==> src/rtl/glyph_row_reader.sv <==
// glyph_row_reader
// Reads a full glyph out of a 128x1 synchronous ROM (one pixel per address,
// registered output) and hands it downstream one packed row at a time.
// The leftmost pixel of a row lands in the MSB of row_data.
//
// Ports:
//   clock        system clock, everything on the rising edge
//   reset        synchronous, active-high
//   start        one-cycle request to read a glyph (ignored unless idle)
//   rom_address  registered ROM address
//   rom_q        ROM data for the address presented in the previous cycle
//   row_data     packed row, pixel k of the row on bit ROW_W-1-k
//   row_idx      index of the row on row_data
//   row_last     marks the final row of the glyph (qualified by row_valid)
//   row_valid    row_data/row_idx/row_last are valid
//   row_ready    downstream accepts the row on row_valid & row_ready
//   busy         a glyph read is in progress
//   done         one-cycle pulse after the last row has been accepted
//
// ROW_W*ROWS must equal 2**ADDR_W.
module glyph_row_reader #(
  parameter int ROW_W  = 8,
  parameter int ROWS   = 16,
  parameter int ADDR_W = 7
) (
  input  logic              clock,
  input  logic              reset,
  input  logic              start,
  output logic [ADDR_W-1:0] rom_address,
  input  logic              rom_q,
  output logic [ROW_W-1:0]  row_data,
  output logic [3:0]        row_idx,
  output logic              row_last,
  output logic              row_valid,
  input  logic              row_ready,
  output logic              busy,
  output logic              done
);

  // Counters must be able to hold ROW_W itself ("all addresses issued").
  localparam int CNT_W = $clog2(ROW_W + 1);

  typedef enum logic [1:0] {
    ST_IDLE,
    ST_FETCH,
    ST_PRESENT,
    ST_DONE
  } state_t;

  state_t              state_reg;
  state_t              state_next;

  logic [ADDR_W-1:0]   addr_reg;
  logic [CNT_W-1:0]    issue_cnt_reg;   // addresses issued for the current row
  logic [CNT_W-1:0]    cap_cnt_reg;     // pixels captured for the current row
  logic                tag_reg;         // rom_q carries a pixel of this row
  logic [ROW_W-1:0]    shift_reg;
  logic [3:0]          row_reg;

  logic                issuing;
  logic                last_capture;
  logic                last_row;
  logic                load_row;
  logic [3:0]          row_next;
  logic [ADDR_W-1:0]   row_base;

  // An address goes out in each of the first ROW_W cycles of a fetch.
  assign issuing      = (state_reg == ST_FETCH) && (issue_cnt_reg != CNT_W'(ROW_W));
  assign last_capture = tag_reg && (cap_cnt_reg == CNT_W'(ROW_W - 1));
  assign last_row     = (row_reg == 4'(ROWS - 1));
  assign row_base     = ADDR_W'(row_next) * ADDR_W'(ROW_W);

  // Next-state and row-advance decisions.
  always_comb begin
    state_next = state_reg;
    load_row   = 1'b0;
    row_next   = row_reg;
    case (state_reg)
      ST_IDLE: begin
        if (start) begin
          state_next = ST_FETCH;
          load_row   = 1'b1;
          row_next   = 4'd0;
        end
      end
      ST_FETCH: begin
        if (last_capture) begin
          state_next = ST_PRESENT;
        end
      end
      ST_PRESENT: begin
        if (row_ready) begin
          if (last_row) begin
            state_next = ST_DONE;
          end else begin
            state_next = ST_FETCH;
            load_row   = 1'b1;
            row_next   = row_reg + 4'd1;
          end
        end
      end
      ST_DONE: begin
        state_next = ST_IDLE;
      end
      default: begin
        state_next = ST_IDLE;
      end
    endcase
  end

  always_ff @(posedge clock) begin
    if (reset) begin
      state_reg <= ST_IDLE;
    end else begin
      state_reg <= state_next;
    end
  end

  // Address walk, capture pipeline and row packing.
  always_ff @(posedge clock) begin
    if (reset) begin
      addr_reg      <= '0;
      issue_cnt_reg <= '0;
      cap_cnt_reg   <= '0;
      tag_reg       <= 1'b0;
      shift_reg     <= '0;
      row_reg       <= '0;
    end else begin
      // The tag follows the address by one cycle, matching the ROM latency.
      tag_reg <= issuing;

      if (load_row) begin
        // The first address of the new row must already be on the bus in
        // the first fetch cycle, so it is loaded on the entry edge.
        addr_reg      <= row_base;
        issue_cnt_reg <= '0;
        cap_cnt_reg   <= '0;
        row_reg       <= row_next;
      end else if (issuing) begin
        issue_cnt_reg <= issue_cnt_reg + CNT_W'(1);
        // Stop on the last column so the bus never runs past the row
        // (and never past the top of the ROM on the final row).
        if (issue_cnt_reg != CNT_W'(ROW_W - 1)) begin
          addr_reg <= addr_reg + ADDR_W'(1);
        end
      end

      if (tag_reg) begin
        shift_reg   <= {shift_reg[ROW_W-2:0], rom_q};
        cap_cnt_reg <= cap_cnt_reg + CNT_W'(1);
      end
    end
  end

  assign rom_address = addr_reg;
  assign row_data    = shift_reg;
  assign row_idx     = row_reg;
  assign row_valid   = (state_reg == ST_PRESENT);
  assign row_last    = row_valid && last_row;
  assign busy        = (state_reg == ST_FETCH) || (state_reg == ST_PRESENT);
  assign done        = (state_reg == ST_DONE);

endmodule
==> config.mk <==
export PLATFORM = sky130hd
export DESIGN_NAME = glyph_row_reader
export DESIGN_NICKNAME = d
export VERILOG_FILES = /design/src/rtl/glyph_row_reader.sv
export SDC_FILE = /design/constraint.sdc
export NUM_CORES = 1
export LEC_CHECK = 0
export ABC_AREA = 1
export BUFFER_PORTS_ARGS = -buffer_cell sky130_fd_sc_hd__buf_2
export CAP_MARGIN = 30
export CORE_AREA = 2 2 56 58
export CTS_BUF_LIST = sky130_fd_sc_hd__clkbuf_8
export DETAILED_ROUTE_END_ITERATION = 10
export DIE_AREA = 0 0 58 60
export PLACE_DENSITY = 0.86
export SLEW_MARGIN = 0
export SYNTH_ARGS = -nofsm -noshare
export SYNTH_HDL_FRONTEND = slang
export SYNTH_SLANG_ARGS = --single-unit
==> constraint.sdc <==
create_clock -name clock -period 3.1 [get_ports clock]
set_input_delay 0.31 -clock clock [delete_from_list [all_inputs] [get_ports clock]]
set_output_delay 0.31 -clock clock [all_outputs]
set_load 0.01 [all_outputs]
==> out/metrics.cfg, run 1 <==
[routing]
dr.first_iter.drc_count = 109
routed_wl_um = 2990
vias = 1413
route.detailed.drc = 0
drtPass1Iterations = 5
viasPerCell = 5.01
postRouteAntennaNets = 0
avgRoutedWirePerCell_um = 10.6

[pwr]
ir_worst_vdd_v = 0.000450
p_total_mw = 1.23
p_per_area_nw_per_um2 = 689
p_leak_nw = 0.914

[timing]
slew_headroom_pct = 72.1
setup-tns-final_ns = 0
tightestPinTransition_ns = 0.418
drv_slew = 0
min_period_over_period_pct = 56.4
hold_ws_ns = 0.265
clock-skew-final_ns = 0.00328
max_freq_mhz = 572
finalSetupViolations = 0
period_needed_ns = 1.75
final_hold_viol_count = 0
rsz0062_at_grt = no
setup_slack_ns = 1.35

[critical_path]
cp-startpoint = state_reg[0]
r2r_start = state_reg[0]
arrival_ns = 1.44
cp_top_family = buffers and inverters
r2r_end = rom_address[4]
crit_chain = inv_1, ha_1, inv_1, nor2_2, buf_2
r2r_slack_ns = 1.55
worstPathBufferInverterCount = 3
slowest_delay_ns = 0.33
critPathSlowestCell = dfxtp_1
critPathKind = reg2out
critPathMaxFanout = 6
worstPathRequired_ns = 2.79
end_kind = output pin
r2r_cells = 9
cp_common_cell = inv_1
crit_path_start_kind = flop

[layout]
drive_gt1_share_pct = 18.1
finalNonFillerCells = 282
area_delta_synth_final_pct = 15.2
largest_reg_flops = 8
layout_common_cells = nand2_1 (54), nor2_1 (32), dfxtp_1 (30), buf_2 (27), inv_1 (26)
fin_util_pct = 61.3
final_common_cell = nand2_1
antenna_cells = 0
stdcell_area_sq_um = 1780
nNetsFinal = 262

[placement]
dp_slack_ns = 1.58
place_area_sq_um = 1690
numPlacedInstances = 274
port_buffers = 27
dp_hpwl_um = 2250
globalplace.congestion = 0.820

[global_routing]
grt_pass1_vias = 1249
antenna_found_initial = 0
grt_pass1_wl_um = 5260
grt_max_degree = 15
gr-usage-all-layers_pct = 19.8
overflow = 0

[clock_network]
holdBufCountCts = 0
cts_buffers = 5
ctsResizeCount = 0
cts_setup_buffers = 0
cts_root_buf = clkbuf_8
ctsHtreeMaxLevel = 2
clk_path_buf_depth = 2
cts_sinks = 30
worstSkewPairLatency_ns = 0.28
path_clk_slew_ns = 0.06
cts_tree = done

[synth]
netlist_area_sq_um = 1540
ys_seq_area_share_pct = 38.9
ys_seq_elements = 30
avgSynthCellArea_sq_um = 7.05
synth_nets = 233
yosysWarnings = 0
synth_cell_types = 25
synth_cells = 219

[job]
drv_cap = 0

[outcome]
status = finished, final reports clean

[worst_hold_path]
hold_depth = 3
min_to = row_data[0]
hp-start = rom_q
min_path_type = in2reg

[die]
die_y_um = 60
die_x_um = 58
io_pins = 28
die-area_sq_um = 3480
row_count = 20
core-area_sq_um = 2900
initial_core_util_pct = 53.2

## power breakdown
part / total, mW / internal, mW / leakage, nW / switching [mW]
registers: 0.500 / 0.443 / 0.243 / 0.0567
logic: 0.412 / 0.139 / 0.619 / 0.273
clock network: 0.314 / 0.175 / 0.0524 / 0.139
## how the worst max path moves through the flow
stage	end	slack, ns	cells after the start
floorplan	rom_address[4]	1.67	9
detailed placement	rom_address[4]	1.58	9
CTS	row_last	1.35	5
global route	row_last	1.24	5
global placement	rom_address[4]	1.65	9
finish	row_last	1.35	5
## synth_stat cells (all sizes together)
cell | n | area share (%)
a21oi | 13 | 4.2
buf | 3 | 1.5
clkbuf | 2 | 0.57
clkinv | 1 | 0.57
dfxtp | 30 | 39
ha | 9 | 7.3
inv | 26 | 6.3
nand2 | 57 | 15
nand3 | 19 | 7.6
nand4 | 3 | 1.2
nor2 | 34 | 8.9
nor3 | 3 | 1.3
o21ai | 16 | 5.2
xor2 | 3 | 1.7
## worst reg2reg max path, stage by stage (launching register included)
cell	delay, ns
dfxtp_1	0.37
inv_1	0.09
ha_1	0.28
o21ai_0	0.34
nor2_1	0.12
nand2_1	0.07
nand2_1	0.06
nand2_1	0.06
nand2_1	0.05
nand2_1	0.05
## cell type report
cell class              instances  area [sq um]
fillers                       286          1120
multi-input cells             157           805
flip-flops and latches         30           601
repair buffers                 27           135
inverters                      27           106
clock buffers                   6          82.6
well taps                      33          41.3
clock inverters                 2          8.76
## cell families after synthesis
kind of cell | after synthesis | share of synthesized area (%)
buf+inv | 32 | 8.99
simple gates | 116 | 33.7
xor+xnor | 3 | 1.70
compound gates | 29 | 9.40
fa+ha+maj | 9 | 7.29
flops | 30 | 38.9
## per-layer routing
metal | GRT usage (%) | vias up | share of wire [%] | wire length [um]
met5 | 0 | - | 0 | 0
met4 | 9.63 | 0 | 2.0 | 59
met3 | 4.11 | 8 | 5.0 | 150
met2 | 32.8 | 31 | 48 | 1430
met1 | 24.4 | 626 | 45 | 1340
li1 | - | 748 | - | -
(Power assumes the default switching activity.)
==> inputs of run 2 (changes only) <==
Clock period 3.1 ns to 1.8 ns, I/O delays scaled along.
==> run 2 against run 1 <==
Against the previous run: combinational power rose by 79%; clock-buffer cell count is the same; total power increased by 73%; routed wire length grew 1.0%; via count increased by 1.4%; sequential power increased by 69%; critical path depth stayed put; worst setup slack worse by 1.2 ns; hold slack worse by 0.14 ns; critical endpoint unchanged; largest power group unchanged; highest routed layer unchanged.
==> out/metrics.cfg, run 2 (synthesized netlist as in run 1, its figures left out) <==
[outcome]
status = finished, final reports clean

[layout]
largest_reg_flops = 8
finalNonFillerCells = 284
num-fill-cells = 266
antenna_cells = 0
area_delta_synth_final_pct = 16.2
drive_gt1_share_pct = 18.7
nNetsFinal = 264
final_common_cell = nand2_1
layout_common_cells = nand2_1 (54), nor2_1 (32), dfxtp_1 (30), buf_2 (27), inv_1 (26)

[critical_path]
r2r_cells = 9
worstPathBufferInverterCount = 3
cp_top_family = buffers and inverters
crit_chain = inv_1, ha_1, inv_1, nor2_2, buf_2
r2r_start = state_reg[0]
r2r_slack_ns = 0.23
worstPathRequired_ns = 1.62
cp.depth = 5
cp_common_cell = inv_1
r2r_end = rom_address[4]
critPathMaxFanout = 6
critPathSlowestCell = dfxtp_1
critPathKind = reg2out
crit_path_start_kind = flop
slowest_delay_ns = 0.34
arrival_ns = 1.45
end_kind = output pin

[timing]
rsz0062_at_grt = no
finalSetupViolations = 0
drv_slew = 0
period_needed_ns = 1.63
final_hold_viol_count = 0
min_period_over_period_pct = 90.8
clock-skew-final_ns = 0.00552
tightestPinTransition_ns = 0.418
max_freq_mhz = 612
setup_slack_ns = 0.165
slew_headroom_pct = 72.1
setup-tns-final_ns = 0

[worst_hold_path]
hold_depth = 3
hp-start = rom_q
min_path_type = in2reg
min_to = row_data[0]

[routing]
dr.first_iter.drc_count = 84
route.detailed.drc = 0
postRouteAntennaNets = 0
vias = 1433
drtPass1Iterations = 4
routed_wl_um = 3020
avgRoutedWirePerCell_um = 10.6
viasPerCell = 5.05

[global_routing]
grt_max_degree = 15
antenna_found_initial = 0
gr-usage-all-layers_pct = 19.3
grt_pass1_wl_um = 5050
grt_pass1_vias = 1209
overflow = 0

[clock_network]
holdBufCountCts = 0
cts_buffers = 5
worstSkewPairLatency_ns = 0.28
cts_setup_buffers = 0
ctsHtreeMaxLevel = 2
cts_tree = done
ctsResizeCount = 0
path_clk_slew_ns = 0.06
cts_sinks = 30
clk_path_buf_depth = 2
cts_root_buf = clkbuf_8

[pwr]
p_leak_nw = 0.925
p_per_area_nw_per_um2 = 1180
ir_worst_vdd_v = 0.000856

[die]
initial_core_util_pct = 53.2
io_pins = 28
die_y_um = 60
row_count = 20
die_x_um = 58
core-area_sq_um = 2900
die-area_sq_um = 3480

[placement]
dp_hpwl_um = 2270
globalplace.congestion = 0.851
numPlacedInstances = 276
port_buffers = 27
dp_slack_ns = 0.263

[job]
drv_cap = 0

==> run 2: cell count changes in the layout (fill, tap and decap cells not counted) <==
cell	before	now
buf_4	0	2
==> run 2: how the worst max path moves through the flow <==
stage            startpoint        endpoint  slack (ns)
3_3_place_gp   state_reg[0]  rom_address[4]        0.34
5_1_grt        state_reg[0]        row_last        0.04
3_5_place_dp   state_reg[0]  rom_address[4]        0.26
6_report       state_reg[0]        row_last        0.17
4_1_cts        state_reg[0]        row_last        0.15
2_1_floorplan  state_reg[0]  rom_address[4]        0.37
==> run 2: layer usage <==
layer	vias to the layer above	wire length (um)	track usage, %
met4	0	54	9.30
met3	7	169	5.84
met2	33	1440	32.3
met5	-	0	0
li1	752	-	-
met1	641	1350	22.4
==> run 2: where the power goes <==
group          switching [mW]  internal (mW)
logic                   0.489          0.249
clock network           0.239          0.302
registers              0.0813          0.763
==> run 2: final cells by class <==
| type | instances | area, sq um | area share [%] |
|---|---|---|---|
| Clock buffer | 6 | 82.6 | 4.60 |
| Timing Repair Buffer | 29 | 150 | 8.37 |
| Sequential cell | 30 | 601 | 33.5 |
| Tap cell | 33 | 41.3 | 2.30 |
| Multi-Input combinational cell | 157 | 805 | 44.8 |
| Inverter | 27 | 106 | 5.93 |
| Clock inverter | 2 | 8.76 | 0.488 |
==> run 2: per-stage QoR <==
| stage | instance area (sq um) | power, mW | hold slack (ns) | util, % |
|---|---|---|---|---|
| 6_report | 1790 | 2.12 | 0.126 | 61.8 |
| 5_1_grt | 1790 | 2.28 | 0.167 | 61.8 |
| 3_5_place_dp | 1700 | 1.60 | 0.416 | 58.7 |
| 4_1_cts | 1790 | 2.14 | 0.123 | 61.8 |
| 3_3_place_gp | 1700 | 1.58 | 0.404 | 58.7 |
| 2_1_floorplan | 1540 | 1.41 | 0.315 | - |
==> run 2: worst reg2reg max path: stages, from the launching register on <==
cell     delay (ns)
dfxtp_1        0.39
inv_1          0.09
ha_1           0.28
o21ai_0        0.32
nor2_1         0.12
nand2_1        0.08
nand2_1        0.06
nand2_1        0.06
nand2_1        0.05
nand2_1        0.06
